$ cat config.mk
export PLATFORM = sky130hd
export DESIGN_NAME = ab_sweep_gen
export DESIGN_NICKNAME = d
export VERILOG_FILES = /design/src/rtl/ab_sweep_pkg.sv /design/src/rtl/ab_sweep_gen_timer.sv /design/src/rtl/ab_sweep_gen.sv
export SDC_FILE = /design/constraint.sdc
export NUM_CORES = 1
export LEC_CHECK = 0
export CAP_MARGIN = 10
export CORE_AREA = 2 2 53 43
export CTS_BUF_LIST = sky130_fd_sc_hd__clkbuf_4
export CTS_CLUSTER_SIZE = 28
export DETAILED_ROUTE_END_ITERATION = 6
export DIE_AREA = 0 0 55 45
export GPL_TIMING_DRIVEN = 1
export PLACE_DENSITY = 0.9
export SLEW_MARGIN = 40
export SYNTH_ARGS = -nofsm -noshare
export SYNTH_HDL_FRONTEND = slang
export SYNTH_SLANG_ARGS = --single-unit
$ cat constraint.sdc
create_clock -name clk -period 3.65 [get_ports clk]
set_clock_uncertainty 0.1 [all_clocks]
set_input_delay 0.73 -clock clk [delete_from_list [all_inputs] [get_ports clk]]
set_output_delay 0.73 -clock clk [all_outputs]
set_load 0.01 [all_outputs]
$ cat src/rtl/ab_sweep_pkg.sv
// Shared types and constants for the A/B sweep stimulus generator.
`default_nettype none

package ab_sweep_pkg;

  typedef enum logic [2:0] {
    IDLE    = 3'd0,
    GUARD_S = 3'd1,
    PULSE_S = 3'd2,
    HOLD_S  = 3'd3,
    DONE_S  = 3'd4
  } state_t;

  localparam int DWELL_DEF = 16;
  localparam int GUARD_DEF = 2;
  localparam int PULSE_DEF = 3;
  localparam int CW_DEF    = 8;

  // Phase index -> {A,B}, packed two bits per phase: 00, 01, 11, 10
  localparam logic [7:0] GRAY_AB_TABLE = 8'b10_11_01_00;

  function automatic logic [1:0] phase_to_ab(input logic [1:0] phase);
    return GRAY_AB_TABLE[{phase, 1'b0} +: 2];
  endfunction

endpackage

`default_nettype wire

$ cat src/rtl/ab_sweep_gen_timer.sv
// Per-phase cycle counter; emits guard/pulse/dwell end strobes.
`default_nettype none

module ab_phase_timer #(
  parameter int DWELL = 16,
  parameter int GUARD = 2,
  parameter int PULSE = 3,
  parameter int CW    = 8
) (
  input  logic clk,
  input  logic rst_n,
  input  logic clear,
  input  logic run,
  output logic guard_end,
  output logic pulse_end,
  output logic dwell_end
);

  logic [CW-1:0] cnt;

  // Counts total cycles of the current phase, independent of FSM sub-state
  always_ff @(posedge clk or negedge rst_n) begin
    if (!rst_n) begin
      cnt <= '0;
    end else if (clear) begin
      cnt <= '0;
    end else if (run) begin
      cnt <= dwell_end ? '0 : cnt + 1'b1;
    end
  end

  assign guard_end = (cnt == CW'(GUARD - 1));
  assign pulse_end = (cnt == CW'(GUARD + PULSE - 1));
  assign dwell_end = (cnt == CW'(DWELL - 1));

endmodule

`default_nettype wire

$ cat src/rtl/ab_sweep_gen.sv
// A/B Gray-order sweep with masked active-low X pulses per phase.
// Optional macro AB_SWEEP_REPEAT_EN: loop continuously, pulsed DONE, START stops.
`default_nettype none

module ab_sweep_gen
  import ab_sweep_pkg::*;
#(
  parameter int DWELL = DWELL_DEF,
  parameter int GUARD = GUARD_DEF,
  parameter int PULSE = PULSE_DEF,
  parameter int CW    = CW_DEF
) (
  input  logic       clk,
  input  logic       rst_n,
  input  logic       start,
  input  logic [3:0] mask,
  output logic       a,
  output logic       b,
  output logic       x,
  output logic       busy,
  output logic       done
);

  state_t     state_q, state_d;
  logic [1:0] phase_q, phase_d;
  logic [3:0] mask_q, mask_d;
  logic       a_d, b_d, x_d, busy_d, done_d;
  logic       timer_clear, timer_run;
  logic       guard_end, pulse_end, dwell_end;

  ab_phase_timer #(
    .DWELL(DWELL), .GUARD(GUARD), .PULSE(PULSE), .CW(CW)
  ) u_timer (
    .clk(clk), .rst_n(rst_n), .clear(timer_clear), .run(timer_run),
    .guard_end(guard_end), .pulse_end(pulse_end), .dwell_end(dwell_end)
  );

`ifdef AB_SWEEP_REPEAT_EN
  logic stop_q, stop_d;
`endif

  always_ff @(posedge clk or negedge rst_n) begin
    if (!rst_n) begin
      state_q <= IDLE;
      phase_q <= 2'd0;
      mask_q  <= 4'd0;
      a       <= 1'b0;
      b       <= 1'b0;
      x       <= 1'b1;
      busy    <= 1'b0;
      done    <= 1'b0;
`ifdef AB_SWEEP_REPEAT_EN
      stop_q  <= 1'b0;
`endif
    end else begin
      state_q <= state_d;
      phase_q <= phase_d;
      mask_q  <= mask_d;
      a       <= a_d;
      b       <= b_d;
      x       <= x_d;
      busy    <= busy_d;
      done    <= done_d;
`ifdef AB_SWEEP_REPEAT_EN
      stop_q  <= stop_d;
`endif
    end
  end

  always_comb begin
    state_d     = state_q;
    phase_d     = phase_q;
    mask_d      = mask_q;
    a_d         = a;
    b_d         = b;
    x_d         = x;
    busy_d      = busy;
    done_d      = done;
    timer_clear = 1'b0;
    timer_run   = 1'b0;
`ifdef AB_SWEEP_REPEAT_EN
    done_d      = 1'b0;
    stop_d      = stop_q | (busy & start);
`endif

    case (state_q)
      IDLE, DONE_S: begin
        if (start) begin
          mask_d      = mask;
          phase_d     = 2'd0;
          {a_d, b_d}  = phase_to_ab(2'd0);
          x_d         = 1'b1;
          busy_d      = 1'b1;
          done_d      = 1'b0;
          timer_clear = 1'b1;
          state_d     = GUARD_S;
        end
      end
      GUARD_S: begin
        timer_run = 1'b1;
        if (guard_end) begin
          if (mask_q[phase_q]) begin
            x_d     = 1'b0;
            state_d = PULSE_S;
          end else begin
            state_d = HOLD_S;
          end
        end
      end
      PULSE_S: begin
        timer_run = 1'b1;
        if (pulse_end) begin
          x_d     = 1'b1;
          state_d = HOLD_S;
        end
      end
      HOLD_S: begin
        timer_run = 1'b1;
        if (dwell_end) begin
`ifdef AB_SWEEP_REPEAT_EN
          phase_d    = phase_q + 2'd1;
          {a_d, b_d} = phase_to_ab(phase_q + 2'd1);
          state_d    = GUARD_S;
          if (phase_q == 2'd3) begin
            done_d = 1'b1;
          end
          // A pending stop ends the sweep at this phase boundary
          if (stop_q) begin
            phase_d    = 2'd0;
            {a_d, b_d} = phase_to_ab(2'd0);
            busy_d     = 1'b0;
            stop_d     = 1'b0;
            state_d    = IDLE;
          end
`else
          if (phase_q == 2'd3) begin
            busy_d  = 1'b0;
            done_d  = 1'b1;
            state_d = DONE_S;
          end else begin
            phase_d    = phase_q + 2'd1;
            {a_d, b_d} = phase_to_ab(phase_q + 2'd1);
            state_d    = GUARD_S;
          end
`endif
        end
      end
      default: state_d = IDLE;
    endcase
  end

endmodule

`default_nettype wire

==> results of run 1 <==
==> routing by layer <==
metal | share of wire (%) | vias to the layer above
li1 | - | 453
met1 | 47 | 451
met2 | 48 | 22
met3 | 3.9 | 4
met4 | 1.2 | 0
met5 | 0 | -
==> power groups by stage <==
stage	clock, W	combinational [W]	sequential [W]
after detailed placement	0	0.000428	0.000442
after floorplan	0	0.000303	0.000416
after global placement	0	0.000404	0.000430
after global routing	0.000137	0.000471	0.000454
after CTS	0.000123	0.000431	0.000437
final	0.000120	0.000431	0.000440
==> worst paths after layout <==
check | startpoint | end | depth (start not counted)
max in group asynchronous | rst_n | x | 1
worst min register to register | b | b | 2
min in group clk | b | b | 2
worst min-delay path | rst_n | state_q[0] | 1
worst max register to register | u_timer.cnt[5] | state_q[0] | 5
worst max-delay path | start | u_timer.cnt[5] | 6
==> registers in the layout, summed over array words and instances, names as in the netlist <==
signal,flops
a,1
b,1
busy,1
done,1
mask_q,4
phase_q,1
state_q,3
u_timer.cnt,8
x,1
==> synth_stat cells (all sizes together), types with 3 or more instances <==
cell	number
o21ai	11
and2	3
ha	4
clkbuf	3
xor2	4
nor2	12
nand2	23
xnor2	3
dfrtp	20
a21oi	7
inv	8
nand3	5
==> layout make-up <==
| type | count | area, um2 | share of cell area, % |
|---|---|---|---|
| Multi-Input combinational cell | 95 | 568 | 44.0 |
| Sequential cell | 21 | 527 | 40.8 |
| Timing Repair Buffer | 11 | 105 | 8.15 |
| Clock buffer | 4 | 30.0 | 2.33 |
| Inverter | 8 | 30.0 | 2.33 |
| Tap cell | 24 | 30.0 | 2.33 |
==> stage by stage <==
step                instances  setup WS (ns)  util [%]  total power [W]
finish                    163           1.26      66.9         0.000991
global route              163           1.17      66.9          0.00106
CTS                       163           1.30      66.9         0.000990
detailed placement        159          0.973      65.4         0.000870
global placement          159           1.08      65.6         0.000834
floorplan                 129           1.64         -         0.000720
==> cells by family after synthesis <==
kind of cell	share of synthesized area, %
xor+xnor	5.35
fa+ha+maj	4.37
buf+inv	4.48
simple gates	22.5
compound gates	13.5
flops	46.0
mux	3.82
==> worst max-delay path, delay by kind of cell <==
family / cells / cell delay [ns]
buf+inv: 1 / 0.54
simple gates: 4 / 1.05
xor+xnor: 1 / 0.17
==> flow_summary.toml, run 1 <==
[status]
outcome = "finished clean"

[setup_path]
cp_slowest_stage_delay_ns = 0.54
worstPathRequired_ns = 3.74
cp-end-kind = "flop"
rrSetupSlack_ns = 1.50
crit_arrival_ns = 2.48
cp_slowest_cell = "clkdlybuf4s50_1"
path_cells = "clkdlybuf4s50_1 > or3b_1 > and2_1 > nor3_1 > xnor2_1 > nor2_1"
path_max_fanout = 9
path_class = "in2reg"
startpoint_type = "primary input"

[timing]
fin_crit_sh_pct = 65.4
fin_crit_ns = 2.39
whs_ns = 0.253
relSlewSlack_pct = 66.4
hold_violations = 0
worst_pin_slew_ns = 0.502
slew_violations = 0
rsz0062_at_grt = "false"
setup_viol = 0
fmax_ghz = 0.419
tns_ns = 0

[clock_tree]
hold_buffers = 0
clk_pin_slew_ns = 0.12
htreeDepth = 1
clock_sinks = 21
cts_tree = "built"
cts_root_buf = "clkbuf_4"
clock_latency_ns = 0.31
cts-buffers-inserted = 3
cts_setup_buffers = 0
clockBufferDepth = 2
cts.repair.resized = 0

[place]
place_area_mm2 = 0.00126
port_buffers = 11
dpl.hpwl_um = 1760
gp_congestion = 0.837

[drt]
drt_first_iter_violations = 36
vias = 930
vias_per_cell = 5.71
drc = 0
wirelength_um = 2410
avgRoutedWirePerCell_um = 14.8
ant_nets = 0
firstDrtPassIters = 4

[floorplanning]
initial_core_util_pct = 59.5
fp.dieW_um = 55
core_mm2 = 0.00193
die_area_mm2 = 0.00248
std_cell_rows = 14
dieHeight_um = 45
io-pin-count = 12

[synthesis]
yosys_warnings = 0
yosys.area.top_type = "dfrtp_1"
synth.yosys.seq_area_share_pct = 46.0
ys.flop_type = "dfrtp_1"
ys_seq_elements = 21
synth_area_leaders = "dfrtp_1 (44%), nand2_1 (7.5%), ha_1 (4.4%)"
synth-edff-count = 0
synth_cell_types = 35
avgSynthCellArea_um2 = 8.88
syn-cell-area_mm2 = 0.00115
syn_inst = 129
syn_nets = 140
netlist.area_leader.share_pct = 43.7
async_flop_share_pct = 100

[grt]
grt-busiest-layer = "met2"
grt_pass1_vias = 874
grt.total_usage_pct = 22.9
grt_overflow = 0
use_met1_pct = 30.2
grt_pass1_wl_um = 3910
use_met3_pct = 5.96
grt_max_degree = 22
grt_use_met2_pct = 37.1
antenna_found_initial = 0

[power]
powerDensity_mw_per_mm2 = 768
pwr-share-comb_pct = 43.5
vdd_drop_max_uv = 466
pwr-share-seq_pct = 44.4
p_int_w = 0.000600
p_leak_nw = 0.582
power_switching_w = 0.000391
p_sw_share_pct = 39.5
pwr-share-clk_pct = 12.1

[cells_and_area]
num-fill-cells = 159
areaGrowthSynthToFinish_pct = 12.6
drive_gt1_share_pct = 6.47
final_cell_mix = "nand2_1 (23), dfrtp_1 (20), nor2_1 (12)"
n_antenna_cell = 0
nNetsFinal = 151
finalInstanceArea_mm2 = 0.00129
final_common_cell = "nand2_1"

[worst_hold_path]
hold_path_class = "in2async"

[flow_run]
cap_violations = 0
Note: power is estimated with default switching activity, not from simulation.
==> run 2, diff against run 1 <==
- CORE_AREA: 2 2 53 43 -> 2 2 55 44
- DIE_AREA: 0 0 55 45 -> 0 0 57 46
- PLACE_DENSITY: 0.9 -> 0.85
- clock period: 3.65 -> 2.49 ns (I/O delays scaled with it)
==> run 2 against run 1 <==
Wire length down 11%. Flip-flop and latch count unchanged. Power is 44% higher. Core utilization shrank 5.7 points. Final area grew 1.6%. Critical path type is now reg2reg.
==> flow_summary.toml, run 2 (synthesized netlist as in run 1, its figures left out) <==
[place]
port_buffers = 11
gp_congestion = 0.872
dpl.hpwl_um = 1620
place_area_mm2 = 0.00128

[clock_tree]
htreeDepth = 1
cts-buffers-inserted = 3
clockBufferDepth = 2
cts.repair.resized = 0
cts_tree = "built"
clock_sinks = 21
clk_pin_slew_ns = 0.12
hold_buffers = 0
cts_setup_buffers = 0
cts_root_buf = "clkbuf_4"
clock_latency_ns = 0.31

[drt]
ant_nets = 0
drt_first_iter_violations = 42
vias = 920
firstDrtPassIters = 4
wirelength_um = 2150
avgRoutedWirePerCell_um = 12.9
drc = 0
vias_per_cell = 5.54

[grt]
grt_pass1_vias = 809
grt_pass1_wl_um = 3550
grt_overflow = 0
antenna_found_initial = 0
grt_max_degree = 14
grt.total_usage_pct = 18.1

[cells_and_area]
areaGrowthSynthToFinish_pct = 14.4
multiInputGateArea_um2 = 568
finalInstanceArea_mm2 = 0.00131
reg.largest.list = "u_timer.cnt (8), mask_q (4), state_q (3)"
drive_gt1_share_pct = 7.09
seq_area_um2 = 527
final_cell_mix = "nand2_1 (23), dfrtp_1 (20), nor2_1 (12)"
n_antenna_cell = 0
largest_reg_flops = 8
final_common_cell = "nand2_1"
largest-register = "u_timer.cnt"
num-fill-cells = 188
final_core_util_pct = 61.3
nNetsFinal = 153

[timing]
fin_crit_sh_pct = 82.7
rsz0062_at_grt = "false"
worst_pin_slew_ns = 0.512
fin_crit_ns = 2.06
setup_viol = 0
whs_ns = 0.391
tns_ns = 0
relSlewSlack_pct = 65.8
fmax_ghz = 0.486
slew_violations = 0
hold_violations = 0

[power]
vdd_drop_max_uv = 527
powerDensity_mw_per_mm2 = 1080
p_leak_nw = 0.591

[setup_path]
path_cells = "or4_4 > or2_1 > a21oi_1 > and2_1 > mux2_1"
ff2ff_path_depth = 5
path_depth = 5
r2r_end = "state_q[0]"
path_max_fanout = 4
cp-end-kind = "flop"
path_class = "reg2reg"
crit_path_end = "state_q[0]"
startpoint_type = "flop"
crit_buf_inv = 0
crit_arrival_ns = 2.16
cp_slowest_stage_delay_ns = 0.54
rrSetupSlack_ns = 0.43
rr_startpoint = "u_timer.cnt[5]"
crit_family = "simple AND/OR/NAND/NOR gates"
crit_path_start = "u_timer.cnt[5]"
worstPathRequired_ns = 2.60
cp_slowest_cell = "or4_4"

[floorplanning]
std_cell_rows = 15
io-pin-count = 12
initial_core_util_pct = 53.6
core_mm2 = 0.00214
dieHeight_um = 46
fp.dieW_um = 57
die_area_mm2 = 0.00262

[status]
outcome = "finished clean"

[worst_hold_path]
hold_path_class = "reg2reg"

[flow_run]
cap_violations = 0
[run 2: worst min-delay path by stage]
stage                    from        end  slack, ns  depth (start not counted)
floorplan               rst_n          a       0.10                          0
global placement    mask_q[3]  mask_q[3]       0.36                          2
detailed placement  mask_q[3]  mask_q[3]       0.36                          2
CTS                 mask_q[3]  mask_q[3]       0.39                          2
global route        mask_q[0]  mask_q[0]       0.41                          2
finish              mask_q[3]  mask_q[3]       0.39                          2
[run 2: through the flow]
| step | setup slack, ns | instances | total power (W) |
|---|---|---|---|
| floorplan | 0.544 | 129 | 0.00105 |
| global placement | 0.232 | 162 | 0.00123 |
| global route | 0.362 | 166 | 0.00155 |
| finish | 0.432 | 166 | 0.00142 |
| CTS | 0.437 | 166 | 0.00143 |
| detailed placement | 0.211 | 162 | 0.00125 |
[run 2: layout make-up]
type | instances | area share [%]
Multi-Input combinational cell | 95 | 43.3
Tap cell | 25 | 2.39
Sequential cell | 21 | 40.2
Inverter | 8 | 2.29
Clock buffer | 4 | 2.29
Timing Repair Buffer | 13 | 9.54
[run 2: worst reg2reg max path, cell delays in order (launching register included)]
cell and delay, ns:
dfrtp_1 0.43, or4_4 0.54, or2_1 0.29, a21oi_1 0.14, and2_1 0.15, mux2_1 0.31
[run 2: metal layers]
metal,up-vias,GRT usage [%],routed length (um)
met5,-,0,0
li1,460,-,-
met1,441,23.7,1040
met4,0,6.51,37
met2,15,28.3,982
met3,4,5.97,84
[run 2: where the power goes]
group          switching [W]  internal [W]
logic               0.000294      0.000318
clock network       0.000102     0.0000733
registers           0.000147      0.000489
